==> config.mk <==
export PLATFORM = sky130hd
export DESIGN_NAME = dmem_arbiter
export DESIGN_NICKNAME = d
export VERILOG_FILES = /design/src/rtl/dmem_arb_pkg.sv /design/src/rtl/rr_arb2.sv /design/src/rtl/dmem_arbiter.sv
export SDC_FILE = /design/constraint.sdc
export NUM_CORES = 1
export LEC_CHECK = 0
export BUFFER_PORTS_ARGS = -buffer_cell sky130_fd_sc_hd__buf_2
export CORE_UTILIZATION = 44
export DETAILED_ROUTE_END_ITERATION = 7
export GPL_TIMING_DRIVEN = 0
export HOLD_SLACK_MARGIN = 0.05
export PLACE_DENSITY_LB_ADDON = 0.05
export SYNTH_ARGS = -nofsm -noshare
export SYNTH_HDL_FRONTEND = slang
export SYNTH_SLANG_ARGS = --single-unit
==> constraint.sdc <==
create_clock -name clk -period 1.9 [get_ports clk]
set_input_delay 0 -clock clk [delete_from_list [all_inputs] [get_ports clk]]
set_output_delay 0 -clock clk [all_outputs]
set_load 0.01 [all_outputs]
==> src/rtl/dmem_arb_pkg.sv <==
// dmem_arbiter shared types and defaults.
// FSM states, port identifiers and default sizing.
package dmem_arb_pkg;

    typedef enum logic [1:0] {
        IDLE,
        ISSUE,
        WAIT,
        ACK
    } state_t;

    localparam logic PORT_CPU = 1'b0;
    localparam logic PORT_DBG = 1'b1;

    localparam int DEF_ADDR_W = 10;
    localparam int DEF_DATA_W = 32;
    localparam int DEF_RD_LAT = 1;

endpackage

==> src/rtl/rr_arb2.sv <==
// Two-requester round-robin grant.
// Combinational grant, registered last-grant pointer.
module rr_arb2
    import dmem_arb_pkg::*;
(
    input  logic       clk,
    input  logic       reset_n,
    input  logic [1:0] req,
    input  logic       upd,
    output logic [1:0] gnt
);

    logic last;

    always_comb begin
        gnt = 2'b00;
        case (req)
            2'b01:   gnt = 2'b01;
            2'b10:   gnt = 2'b10;
            2'b11:   gnt = (last == PORT_DBG) ? 2'b01 : 2'b10;
            default: gnt = 2'b00;
        endcase
    end

    // Pointer starts at dbg so the CPU wins the first tie.
    always_ff @(posedge clk or negedge reset_n) begin
        if (!reset_n) begin
            last <= PORT_DBG;
        end else if (upd && (|req)) begin
            last <= gnt[1];
        end
    end

endmodule

==> src/rtl/dmem_arbiter.sv <==
// Shares the data BRAM between the CPU and the debug/loader port.
// One access in flight; all outputs registered.
module dmem_arbiter
    import dmem_arb_pkg::*;
#(
    parameter int ADDR_W = DEF_ADDR_W,
    parameter int DATA_W = DEF_DATA_W,
    parameter int RD_LAT = DEF_RD_LAT
) (
    input  logic              clk,
    input  logic              reset_n,
    input  logic              cpu_req,
    input  logic              cpu_we,
    input  logic [31:0]       cpu_addr,
    input  logic [DATA_W-1:0] cpu_wdata,
    output logic              cpu_ack,
    output logic [DATA_W-1:0] cpu_rdata,
    input  logic              dbg_req,
    input  logic              dbg_we,
    input  logic [31:0]       dbg_addr,
    input  logic [DATA_W-1:0] dbg_wdata,
    output logic              dbg_ack,
    output logic [DATA_W-1:0] dbg_rdata,
    output logic              mem_en,
    output logic              mem_we,
    output logic [ADDR_W-1:0] mem_addr,
    output logic [DATA_W-1:0] mem_wdata,
    input  logic [DATA_W-1:0] mem_rdata,
    output logic              busy
);

    state_t            state;
    logic [1:0]        req;
    logic [1:0]        gnt;
    logic              g_id;
    logic              l_we;
    logic [1:0]        cnt;
    logic              sel_we;
    logic [ADDR_W-1:0] sel_addr;
    logic [DATA_W-1:0] sel_wdata;
    logic              unused_hi;

    assign req       = {dbg_req, cpu_req};
    assign sel_we    = gnt[1] ? dbg_we : cpu_we;
    assign sel_addr  = gnt[1] ? dbg_addr[ADDR_W-1:0]
                              : cpu_addr[ADDR_W-1:0];
    assign sel_wdata = gnt[1] ? dbg_wdata : cpu_wdata;
    assign unused_hi = &{1'b0, cpu_addr[31:ADDR_W],
                         dbg_addr[31:ADDR_W]};

    rr_arb2 u_arb (
        .clk     (clk),
        .reset_n (reset_n),
        .req     (req),
        .upd     (state == IDLE),
        .gnt     (gnt)
    );

    always_ff @(posedge clk or negedge reset_n) begin
        if (!reset_n) begin
            state     <= IDLE;
            g_id      <= PORT_CPU;
            l_we      <= 1'b0;
            cnt       <= 2'd0;
            cpu_ack   <= 1'b0;
            cpu_rdata <= '0;
            dbg_ack   <= 1'b0;
            dbg_rdata <= '0;
            mem_en    <= 1'b0;
            mem_we    <= 1'b0;
            mem_addr  <= '0;
            mem_wdata <= '0;
            busy      <= 1'b0;
        end else begin
            cpu_ack <= 1'b0;
            dbg_ack <= 1'b0;
            unique case (state)
                IDLE: begin
                    if (|req) begin
                        g_id      <= gnt[1];
                        l_we      <= sel_we;
                        mem_en    <= 1'b1;
                        mem_we    <= sel_we;
                        mem_addr  <= sel_addr;
                        mem_wdata <= sel_wdata;
                        busy      <= 1'b1;
                        state     <= ISSUE;
                    end
                end
                ISSUE: begin
                    mem_en <= 1'b0;
                    mem_we <= 1'b0;
                    if (l_we) begin
                        cpu_ack <= (g_id == PORT_CPU);
                        dbg_ack <= (g_id == PORT_DBG);
                        state   <= ACK;
                    end else begin
                        cnt   <= 2'(RD_LAT - 1);
                        state <= WAIT;
                    end
                end
                WAIT: begin
                    // mem_addr is held so late input changes stay invisible
                    if (cnt == 2'd0) begin
                        if (g_id == PORT_DBG) begin
                            dbg_rdata <= mem_rdata;
                            dbg_ack   <= 1'b1;
                        end else begin
                            cpu_rdata <= mem_rdata;
                            cpu_ack   <= 1'b1;
                        end
                        state <= ACK;
                    end else begin
                        cnt <= cnt - 2'd1;
                    end
                end
                ACK: begin
                    busy  <= 1'b0;
                    state <= IDLE;
                end
                default: state <= IDLE;
            endcase
        end
    end

endmodule

==> impl_metrics.ini <==
[clocking]
cts_tree = done
cts.sinks = 118
max-clock-path-buffers = 2
cts-root-buf = clkbuf_8
post-cts-setup-buffers = 0
clk-insertion-delay-late_ns = 0.50
clk_pin_slew_ns = 0.06
cts.htree.levels = 4
cts-buffers-inserted = 17

[logic_synthesis]
avgSynthCellArea_um2 = 13.0
synth_largest_area_cell = dfrtp_1
ys.flop_type = dfrtp_1
netlist.area_leader.share_pct = 59.4
netlist-cell-type-count = 29
syn_inst = 380
netlist_area_um2 = 4930
yosysSeqAreaShare_pct = 60.0
synth_seq_cells = 118
yosysMostFrequentCell = dfrtp_1
syn-num-nets = 552
yosys_warnings = 0
synth_edf_count = 0
synth_commonest_cells = 117 x dfrtp_1, 66 x mux2_2, 48 x nand2_1
synth-async-reset-ratio_pct = 100
ys_top_cells_by_area = dfrtp_1 59%, mux2_2 15%, mux2i_1 8.7%, o21ai_1 4.0%, nand2_1 3.7%

[floorplan]
rows = 38
chipHeight_um = 108
coreArea_um2 = 10900
start_util_pct = 45.2
ios = 277
die_area_um2 = 11600
die_w_um = 108

[routing]
vias = 4416
drt-pass1-iter-count = 5
routed_via_density = 4.86
remaining_drc_errors = 0
drt_wl_total_mm = 14.5
ant_nets = 0
post_drt_wl_per_cell_um = 16.0
drt-initial-drc-count = 229

[layout]
finish.utilization_pct = 74.4
drive_gt1_share_pct = 44.9
diodes = 0
synthToLayoutAreaGrowth_pct = 64.5
fill_cells = 752
nNetsFinal = 927

[global_routing]
grt_remaining_overflow = 0
grt_pass1_vias = 4680
grt_max_degree = 73
grt_pass1_wl_mm = 22.8
grt_usage_pct = 25.9
antenna_found_initial = 0

[place]
io_buffer_count = 232
gp_congestion = 0.790
hpwl_mm = 9.09

[timing]
fmax_mhz = 547
hold_slack_ns = 0.289
slew_violations = 0
final.period_utilization_pct = 96.3
setup_viol = 0
worst_slew_pin_slew_ns = 0.486
finalCriticalPeriod_ns = 1.83
rsz0062_at_grt = true
skew_ns = 0.00639
relSlewSlack_pct = 67.6
finalHoldViolations = 0

[worst_setup_path]
rr_worst_depth = 5
critPathKind = reg2reg
worstPathRequired_ns = 2.26
critPathMaxFanout = 8
cp_slowest_cell = dlygate4sd3_1
path_cells = a21bo_1 > buf_6 > mux2i_1 > dlygate4sd3_1 > o21ai_0
cp.depth = 5
slowest_delay_ns = 0.58
crit_family = buffers and inverters
crit_buf_inv = 2
critical_path_arrival_ns = 2.19
cp-end-kind = flip-flop
crit_path_start_kind = flip-flop

[power]
ir_drop_mv = 0.835
power_density_nw_per_um2 = 1530
pwr-share-seq_pct = 35.5
power_uw = 12400
power.switching_uw = 4290
comb_power_share_pct = 40.7
p_int_uw = 8120
p_sw_share_pct = 34.6
p_leak_uw = 0.00410
p_clk_share_pct = 23.9

[run_status]
outcome = complete, no violations

[worst_hold_path]
hold_path_class = in2reg
min_path_cells = 3

[flow_run]
cap_violations = 0
-- cells in the final DEF, fill, tap and decap left out, types with 6 or more instances in the layout --
cell type      instances
nand2_1               48
mux2_2                66
dfrtp_1              117
buf_6                  6
clkbuf_1              10
inv_1                  8
clkbuf_16             16
mux2i_1               43
o21ai_0               10
dlygate4sd3_1        123
o21ai_1               39
buf_2                232
ha_1                   6
-- worst reg2reg max path, delay by kind of cell (launching register included) --
| family | cells | cell delay (ns) |
|---|---|---|
| compound gates | 2 | 0.19 |
| flops | 1 | 0.54 |
| mux | 1 | 0.22 |
| buf+inv | 2 | 0.74 |
-- area by class of cell --
class	instances	area, um2	area share [%]
Inverter	8	30.0	0.371
Clock inverter	12	131	1.62
Multi-Input combinational cell	234	1820	22.5
Timing Repair Buffer	356	2430	29.9
Tap cell	140	175	2.16
Buffer	20	138	1.70
Sequential cell	118	2950	36.5
Clock buffer	20	425	5.25
-- state kept, by name (all words and copies together), names as in the netlist --
name and cells:
u_arb.last 1, cnt 2, state 2, cpu_rdata 32, mem_en 1, mem_addr 10
l_we 1, dbg_ack 1, g_id 1, cpu_ack 1, mem_we 1, dbg_rdata 32
busy 1, mem_wdata 32
-- timing repair --
action	CTS	global route
endpoints found under the setup margin	11	63
hold buffers	123	0
resized for setup	3	6
pin swaps	0	0
hold endpoints to repair	230	0
-- final timing paths --
kind                                    start             to  slack [ns]
min in group asynchronous             reset_n  cpu_rdata[14]        0.57
worst max-delay path               u_arb.last   mem_wdata[0]        0.07
worst min register to register  mem_wdata[27]  mem_wdata[27]        0.48
max in group asynchronous             reset_n  mem_wdata[23]        0.64
worst max register to register     u_arb.last   mem_wdata[0]        0.07
worst min-delay path            mem_rdata[27]  dbg_rdata[27]        0.29
-- metrics by stage --
| stage | TNS, ns | setup slack (ns) | std cells | area (um2) |
|---|---|---|---|---|
| 6_report | 0 | 0.0708 | 908 | 8100 |
| 5_1_grt | -1.67 | -0.0440 | 908 | 8100 |
| 4_1_cts | 0 | 0.0158 | 908 | 8090 |
| 3_5_place_dp | -0.0132 | -0.00760 | 753 | 6300 |
| 3_3_place_gp | -64.90 | -0.561 | 752 | 6260 |
| 2_1_floorplan | 0 | 0.328 | 380 | 4930 |
-- routing by layer --
| layer | global-route usage [%] | routed length, um |
|---|---|---|
| met1 | 31.5 | 5980 |
| met2 | 43.7 | 7220 |
| met3 | 6.78 | 1070 |
| met4 | 9.98 | 214 |
| met5 | 0 | 0 |
-- power by group through the flow --
stage	Combinational, uW	Clock (uW)	Sequential [uW]
final	5050	2960	4400
after global routing	5520	3150	4540
after CTS	5060	3010	4400
after detailed placement	4820	0	4430
after global placement	4680	0	4360
after floorplan	2220	0	4970
-- logic make-up (layout without fill, tap and decap cells) --
logic type | count (synthesis) | count (layout) | synth area share, %
AO/OA/AOI/OAI | 60 | 60 | 6.73
multiplexers | 109 | 109 | 23.8
buffers and inverters | 28 | 416 | 3.00
AND/OR/NAND/NOR | 59 | 59 | 4.95
flip-flops | 118 | 118 | 60.0
adder cells (fa/ha/maj) | 6 | 6 | 1.52
Note: power is estimated with default switching activity, not from simulation.
